===== src/rtl/program_counter_stack.sv =====
// program_counter_stack: fetch PC with load, relative branch and call/return via a
// hardware return-address stack. Define PC_STACK_ERR_EN to enable the sticky
// stack-fault flag on err; without it err is tied low.
module program_counter_stack #(
   parameter int             W         = 8,
   parameter int             DEPTH     = 4,
   parameter int             STEP      = 1,
   parameter logic [W-1:0]   RESET_VAL = '0
) (
   input  logic                     clk,
   input  logic                     reset,
   input  logic                     enable,
   input  logic                     load,
   input  logic                     call,
   input  logic                     ret,
   input  logic                     branch,
   input  logic [W-1:0]             data,
   input  logic [W-1:0]             offset,
   output logic [W-1:0]             out,
   output logic [$clog2(DEPTH):0]   sp,
   output logic                     stack_full,
   output logic                     stack_empty,
   output logic                     err
);
   localparam int            AW     = $clog2(DEPTH);
   localparam int            SPW    = AW + 1;
   localparam logic [W-1:0]  STEP_W = W'(STEP);

   logic [W-1:0]    out_q, out_d;
   logic [SPW-1:0]  sp_q, sp_d;
   logic            full_q, full_d;
   logic            empty_q, empty_d;
   logic            err_q, err_d;
   logic [W-1:0]    stack_q [DEPTH];

   logic            is_full, is_empty;
   logic            do_load, do_call, do_ret, do_branch;
   logic            push, pop;
   logic [SPW-1:0]  sp_m1;
   logic [AW-1:0]   wr_idx, rd_idx;
   logic [W-1:0]    seq_pc;

   // Priority decode of the command and next-state of PC, pointer and flags.
   // A ret on an empty stack falls through to the sequential increment.
   always_comb begin
      is_full   = sp_q == SPW'(DEPTH);
      is_empty  = sp_q == '0;
      do_load   = enable & load;
      do_call   = enable & ~load & call;
      do_ret    = enable & ~load & ~call & ret;
      do_branch = enable & ~load & ~call & ~ret & branch;
      push      = do_call & ~is_full;
      pop       = do_ret & ~is_empty;
      sp_m1     = sp_q - SPW'(1);
      wr_idx    = sp_q[AW-1:0];
      rd_idx    = sp_m1[AW-1:0];
      seq_pc    = out_q + STEP_W;
      out_d     = ~enable             ? out_q :
                  (do_load | do_call) ? data :
                  pop                 ? stack_q[rd_idx] :
                  do_branch           ? out_q + offset :
                                        seq_pc;
      sp_d      = push ? sp_q + SPW'(1) : pop ? sp_m1 : sp_q;
      full_d    = sp_d == SPW'(DEPTH);
      empty_d   = sp_d == '0;
`ifdef PC_STACK_ERR_EN
      err_d     = err_q | (do_call & is_full) | (do_ret & is_empty);
`else
      err_d     = 1'b0;
`endif
   end

   // PC, stack pointer and status flags, cleared asynchronously.
   always_ff @(posedge clk or negedge reset) begin
      if (!reset) begin
         out_q   <= RESET_VAL;
         sp_q    <= '0;
         full_q  <= 1'b0;
         empty_q <= 1'b1;
         err_q   <= 1'b0;
      end else begin
         out_q   <= out_d;
         sp_q    <= sp_d;
         full_q  <= full_d;
         empty_q <= empty_d;
         err_q   <= err_d;
      end
   end

   // Return-address storage; contents are don't-care after reset.
   always_ff @(posedge clk) begin
      if (push) stack_q[wr_idx] <= seq_pc;
   end

   assign out         = out_q;
   assign sp          = sp_q;
   assign stack_full  = full_q;
   assign stack_empty = empty_q;
   assign err         = err_q;
endmodule

===== config.mk =====
export PLATFORM = sky130hd
export DESIGN_NAME = program_counter_stack
export DESIGN_NICKNAME = d
export VERILOG_FILES = /design/src/rtl/program_counter_stack.sv
export SDC_FILE = /design/constraint.sdc
export NUM_CORES = 1
export LEC_CHECK = 0
export ABC_AREA = 1
export BUFFER_PORTS_ARGS = -buffer_cell sky130_fd_sc_hd__buf_4
export CAP_MARGIN = 0
export CORE_ASPECT_RATIO = 1.25
export CORE_MARGIN = 2
export CORE_UTILIZATION = 50
export DETAILED_ROUTE_END_ITERATION = 6
export GPL_ROUTABILITY_DRIVEN = 0
export PLACE_DENSITY = 0.71
export SLEW_MARGIN = 15
export SYNTH_ARGS = -nofsm -noshare
export SYNTH_HDL_FRONTEND = slang
export SYNTH_SLANG_ARGS = --single-unit

===== constraint.sdc =====
create_clock -name clk -period 6 [get_ports clk]
set_input_delay 1.2 -clock clk [delete_from_list [all_inputs] [get_ports clk]]
set_output_delay 1.2 -clock clk [all_outputs]
set_load 0.02 [all_outputs]

==> qor.csv, run 1 <==
metric,value,unit
status,"complete, no violations",
Vias,2175,
Clock transition at path regs,0.09,ns
largest family of logic cells by synthesized area,simple AND/OR/NAND/NOR gates,
WS Path Type,reg -> reg,
Clock Skew,0.0116,ns
max-slew violations,0,
final setup fails,0,
footprint of the multi-input gates,1160,um2
grt ovf,0,
Ys Warns,0,
Mapped Cells,305,
core footprint,5080,um2
FF+latch area,1290,um2
overall routed net length,6.11,mm
mux share of post-synthesis cell area,0,%
"count leader, synth",nand2_1,
Starting Density,51.8,%
vias in the first global route,2177,
Finished Core Util,60.3,%
later-pin clock latency in the skew report,0.30,ns
clk sinks,45,
fin cells,403,
Critical Path RT,5.93,ns
Avg Synthesized Cell Area,8.64,um2
Max Cap Viol,0,
cts repair resizes,0,
Die Y-Extent,85.1,um
Fin. Hold Viols,0,
Vias/cell,5.40,
Post-CTS Setup Bufs,0,
Synth area leader,edfxtp_1,
post-DR wirelength/cell,15.2,um
DP Wirelength,4.68,mm
Layout Nets,377,
# IOs,37,
area share of the largest cell type after synthesis,36.5,%
crit path DAT,2.71,ns
Static Leak,1.39,nW
Die X,68.9,um
Max VDD drop,0.206,mV
CTS max path bufs,2,
detailed-route DRC error count,0,
top post-synthesis cells by count,"nand2_1, nor2_1, inv_1",
number of H-tree levels,2,
crit end category,flop,
CTS tree,built,
CTS Buf Count,5,
RSZ-0062 raised after global routing,false,
"critical path fanouts, max",22,
Power Total,0.00119,W
PwrDens,389,nW/um2
first-pass GRT wire length,10.3,mm
Final ANT Viol Nets,0,
fmax,0.359,GHz
"Area growth, synth to finish",16.4,%
drt pass-1 iters,4,
DR iter-0 viols,129,
die area,5870,um2
synthesized cell area,2630,um2
"Seq/Total Area, Yosys",48.9,%
Tightest Pin Transition,0.808,ns
area share of and/or/nand/nor cells after synthesis,23.3,%
Compound-Gate Fraction of Synth Area,10.7,%
fillers,461,
"Top FF cell, synth",edfxtp_1,
Placed Cells,395,
standard-cell row count,29,
"Hold-fix buffers, CTS",0,
# port buffers,35,
layout cell share with drive strength beyond 1,16.7,%
"top cells by area, synth","edfxtp_1, dfrtp_1, nand2_1",
CP startpoint kind,flop,
total negative slack,0,ns
clock root buffer,clkbuf_8,
final period utilization,46.4,%
XOR/XNOR Fraction of Synth Area,2.95,%
synth unique cells,36,
worst r2r path cells,5,
Post-Synth Adder-Cell Area,6.94,%
Hold Path Class,reg -> reg,
antenna violations before repair,0,
Async SR Flop Fraction,28.9,%
All-Layer GR Usage,23.6,%
n_diodes,0,
Post-synth EDFFs,32,
"FF+latch count, synth",45,
minimum clock period,2.78,ns
largest net degree at the start of global routing,23,
syn nets,342,
Hold Path Cell Cnt,2,
max_slew headroom,46.0,%
-- where the power goes --
group          leakage, nW  switching, W  internal, W
clock network       0.0681      0.000105     0.000165
registers            0.438     0.0000509     0.000389
logic                0.888      0.000305     0.000177
total                 1.39      0.000461     0.000731
-- through the flow --
stage               worst slack, ns  hold WS, ns  instance area (um2)
floorplan                      3.51        0.599                 2630
global placement               3.12        0.603                 2930
detailed placement             3.14        0.589                 2930
CTS                            3.22        0.609                 3070
global route                   2.95        0.674                 3070
finish                         3.22        0.606                 3070
-- logic make-up (layout without fill, tap and decap cells) --
logic type,after synthesis,count (layout)
AOI/OAI and AO/OA,52,52
xor gates and xnor gates,8,8
adders and majority gates,14,14
buffers and inverters,45,81
DFF,45,45
other,1,1
and+or+nand+nor,140,140
-- flip-flops by register name (all words and copies together), names as in the netlist --
register and count:
stack_empty 1, out 8, sp 3, stack_full 1, stack_q 32
-- cell type report --
| type | count | share of cell area (%) |
|---|---|---|
| Timing Repair Buffer | 35 | 8.57 |
| Clock buffer | 5 | 2.24 |
| Tap cell | 62 | 2.53 |
| Clock inverter | 3 | 2.12 |
| Multi-Input combinational cell | 215 | 37.8 |
| Sequential cell | 45 | 42.0 |
| Inverter | 38 | 4.69 |
-- worst paths after layout --
| check | from | to | slack (ns) |
|---|---|---|---|
| max reg2reg | sp[0]$_DFF_PN0_ | stack_q[3][3]$_DFFE_PP_ | 3.22 |
| max in group asynchronous | reset | stack_empty$_DFF_PN1_ | 5.02 |
| min in group asynchronous | reset | out[1]$_DFFE_PN0P_ | 0.73 |
| min | out[1]$_DFFE_PN0P_ | out[1]$_DFFE_PN0P_ | 0.61 |
| min reg2reg | out[1]$_DFFE_PN0P_ | out[1]$_DFFE_PN0P_ | 0.61 |
| max | sp[0]$_DFF_PN0_ | stack_q[3][3]$_DFFE_PP_ | 3.22 |
-- layer usage --
metal	wire, um	up-vias	global-route usage, %	share of wire (%)
li1	-	1072	-	-
met1	2590	1016	30.9	42
met2	3050	71	38.9	50
met3	287	16	3.45	4.7
met4	185	0	8.91	3.0
met5	0	-	0	0
-- cells in the final DEF (no fill, tap or decap) --
cell type  netlist  final
o22ai_1          2      2
xor2_2           1      1
inv_1           35     35
dfrtp_1         12     12
clkinv_2         1      2
nor3_1           1      1
and2_1           2      2
nor2_2           2      2
dfstp_2          1      1
nand2_2          2      2
edfxtp_1        32     32
nand4_4          1      1
or2_2            1      1
o21ai_2          2      2
a21oi_1         16     16
xor2_1           4      4
ha_1            13     13
nor2_1          48     48
buf_4            1     35
a22o_1           1      1
o21ai_0         22     22
nand3_1         20     20
o21ai_1          4      4
inv_2            1      1
a21o_1           1      1
bufinv_16        0      2
conb_1           1      1
fa_1             1      1
nor3_2           2      2
clkbuf_8         0      5
nand3b_1         4      4
clkinv_1         1      1
nand2_1         57     57
a31oi_1          4      4
xnor2_1          3      3
-- worst max-delay path: stages (launching register included) --
cell,delay (ns)
dfrtp_1,0.73
inv_1,0.45
ha_1,0.34
inv_1,0.11
o21ai_2,0.14
nor2_1,0.65
(Power assumes the default switching activity.)
==> inputs of run 2 (changes only) <==
- ABC_AREA: 1 -> 0
- PLACE_DENSITY: 0.71 -> 0.72
- clock period: 6 -> 2.8 ns (I/O delays scaled with it)
==> run 2 against run 1 <==
  * Largest power group is now registers
  * Critical endpoint is now out[6]$_DFFE_PN0P_
  * Highest routed layer unchanged
  * Cell count is 29% lower
  * Synthesized area is 7.8% lower
  * Clock skew is 0.0016 ns higher
  * Sequential power is 110% higher
  * Critical path depth is 3 higher
==> qor.csv, run 2 <==
metric,value,unit,change
top post-synthesis cells by count,"edfxtp_1, nor2_1, ha_1",,"was nand2_1, nor2_1, inv_1"
Post-synth EDFFs,32,,unchanged
synth unique cells,49,,was 36
post-route cell area,2850,um2,was 3070 um2
CP startpoint kind,flop,,unchanged
"count leader, synth",edfxtp_1,,was nand2_1
Fin. Hold Viols,0,,unchanged
reg2reg start,out[0]$_DFFE_PN0P_,,was sp[0]$_DFF_PN0_
"setup slack, reg-to-reg",0.73,ns,was 3.22 ns
# IOs,37,,unchanged
crit-path max cell delay,0.50,ns,was 0.73 ns
Vias,1600,,was 2175
Clock transition at path regs,0.10,ns,was 0.09 ns
Buf/Inv on CP,1,,was 2
Max Cap Viol,0,,unchanged
later-pin clock latency in the skew report,0.31,ns,was 0.30 ns
Mapped Cells,190,,was 305
"commonest cells after routing, fill and taps aside","buf_4, edfxtp_1, nor2_1",,"was nand2_1, nor2_1, inv_1, buf_4, edfxtp_1"
CP top delay family,adder cells,,was flip-flops
fmax,0.482,GHz,was 0.359 GHz
max FFs per register,32,,unchanged
"Area growth, synth to finish",17.4,%,was 16.4%
n_diodes,0,,unchanged
Power Total,0.00231,W,was 0.00119 W
first-pass GRT wire length,8.05,mm,was 10.3 mm
final setup fails,0,,unchanged
"FF+latch count, synth",45,,unchanged
PwrDens,810,nW/um2,was 389 nW/um2
Synth area leader,edfxtp_1,,unchanged
crit path from,out[0]$_DFFE_PN0P_,,was sp[0]$_DFF_PN0_
number of H-tree levels,2,,unchanged
"Seq/Total Area, Yosys",53.0,%,was 48.9%
crit-path cells,"ha_1, inv_1, fa_1, nand2b_1, a21oi_1, o22ai_1, xor2_1, o211ai_1",,"was inv_1, ha_1, inv_1, o21ai_2, nor2_1"
detailed-route DRC error count,0,,unchanged
synthesized cell area,2430,um2,was 2630 um2
antenna violations before repair,0,,unchanged
worst r2r path cells,8,,was 5
Die Y-Extent,81.9,um,was 85.1 um
syn nets,227,,was 342
max_slew headroom,65.0,%,was 46.0%
Vias/cell,5.57,,was 5.40
Critical Path RT,3.03,ns,was 5.93 ns
standard-cell row count,28,,was 29
clock root buffer,clkbuf_8,,unchanged
Async SR Flop Fraction,28.9,%,unchanged
CTS tree,built,,unchanged
"commonest non-fill, non-tap cell in the layout",buf_4,,was nand2_1
All-Layer GR Usage,20.6,%,was 23.6%
DP Wirelength,3.91,mm,was 4.68 mm
Starting Density,51.7,%,was 51.8%
die area,5430,um2,was 5870 um2
Die X,66.3,um,was 68.9 um
vias in the first global route,1582,,was 2177
WS Path Type,reg -> reg,,unchanged
minimum clock period,2.07,ns,was 2.78 ns
post-DR wirelength/cell,17.8,um,was 15.2 um
Static Leak,1.09,nW,was 1.39 nW
largest net degree at the start of global routing,22,,was 23
Clock Skew,0.0132,ns,was 0.0116 ns
drt pass-1 iters,4,,unchanged
Max VDD drop,0.485,mV,was 0.206 mV
Tightest Pin Transition,0.523,ns,was 0.808 ns
cts repair resizes,0,,unchanged
"Hold-fix buffers, CTS",0,,unchanged
reg-to-reg endpoint,out[6]$_DFFE_PN0P_,,was stack_q[3][3]$_DFFE_PP_
max-slew violations,0,,unchanged
Worst path slowest cell,dfrtp_1,,unchanged
overall routed net length,5.12,mm,was 6.11 mm
"critical path fanouts, max",8,,was 22
grt ovf,0,,unchanged
DR iter-0 viols,63,,was 129
Post-CTS Setup Bufs,0,,unchanged
layout cell share with drive strength beyond 1,26.4,%,was 16.7%
status,"complete, no violations",,unchanged
Ys Warns,0,,unchanged
fillers,378,,was 461
"Top FF cell, synth",edfxtp_1,,unchanged
Top reg by flops,stack_q,,unchanged
Hold Path Class,in -> async,,was reg -> reg
core footprint,4690,um2,was 5080 um2
total negative slack,0,ns,unchanged
crit end category,flop,,unchanged
CTS max path bufs,2,,unchanged
placed cell area,2740,um2,was 2930 um2
final period utilization,74.0,%,was 46.4%
Avg Synthesized Cell Area,12.8,um2,was 8.64 um2
Layout Nets,263,,was 377
# port buffers,35,,unchanged
Final ANT Viol Nets,0,,unchanged
crit path DAT,2.30,ns,was 2.71 ns
RSZ-0062 raised after global routing,false,,unchanged
clk sinks,45,,unchanged
"top cells by area, synth","edfxtp_1, dfrtp_1, mux4_2",,"was edfxtp_1, dfrtp_1, nand2_1"
CTS Buf Count,5,,unchanged
area share of the largest cell type after synthesis,39.6,%,was 36.5%
[run 2: worst register-to-register path: cells and delay by family, from the launching register on]
family                   cells  cell delay (ns)
buffers and inverters        1             0.06
flip-flops                   1             0.50
adder cells (fa/ha/maj)      2             0.62
AO/OA/AOI/OAI                3             0.49
XOR/XNOR                     1             0.16
AND/OR/NAND/NOR              1             0.18
[run 2: power by group]
part / leakage, nW / total (W) / switching (W) / internal (W)
combinational: 0.591 / 0.000897 / 0.000478 / 0.000418
clock: 0.0591 / 0.000508 / 0.000236 / 0.000272
sequential: 0.442 / 0.000905 / 0.0000735 / 0.000831
total: 1.09 / 0.00231 / 0.000788 / 0.00152
[run 2: per-layer routing]
layer  up-vias  GRT usage [%]  part of all wire, %
met2        32           37.2                   53
met3         4           3.42                  3.0
li1        794              -                    -
met5         -              0                    0
met4         0           5.71                 0.78
met1       770           25.3                   43
[run 2: metrics by stage]
step	utilization, %	setup WS (ns)	instances	hold WS [ns]
global route	60.7	0.565	287	0.0813
CTS	60.7	0.726	287	0.0841
global placement	58.3	0.557	279	0.418
detailed placement	58.3	0.514	279	0.417
finish	60.7	0.727	287	0.0809
floorplan	-	0.517	190	0.264
[run 2: cell families (layout without fill, tap and decap cells)]
kind of cell,count (synthesis),count (layout),share of synthesized area (%)
simple gates,56,56,12.2
flops,45,45,53.0
compound gates,37,37,11.4
fa+ha+maj,14,14,7.52
xor+xnor,14,14,5.05
buf+inv,14,51,2.83
mux,9,9,7.83
other cells,1,1,0.154
[run 2: how the worst max path moves through the flow]
stage	cells past startpoint	endpoint	slack, ns
final	8	out[6]$_DFFE_PN0P_	0.73
after CTS	8	out[6]$_DFFE_PN0P_	0.73
after floorplan	7	out[6]$_DFFE_PN0P_	0.52
after global placement	6	out[4]$_DFFE_PN0P_	0.56
after global routing	8	out[6]$_DFFE_PN0P_	0.57
after detailed placement	6	out[4]$_DFFE_PN0P_	0.51
[run 2: final cells by class]
cell class | instances | area, um2 | area share (%)
clock buffers | 5 | 68.8 | 2.41
inverters | 6 | 22.5 | 0.790
repair buffers | 37 | 278 | 9.74
well taps | 60 | 75.1 | 2.63
clock inverters | 3 | 47.5 | 1.67
multi-input cells | 131 | 1070 | 37.6
flip-flops and latches | 45 | 1290 | 45.2
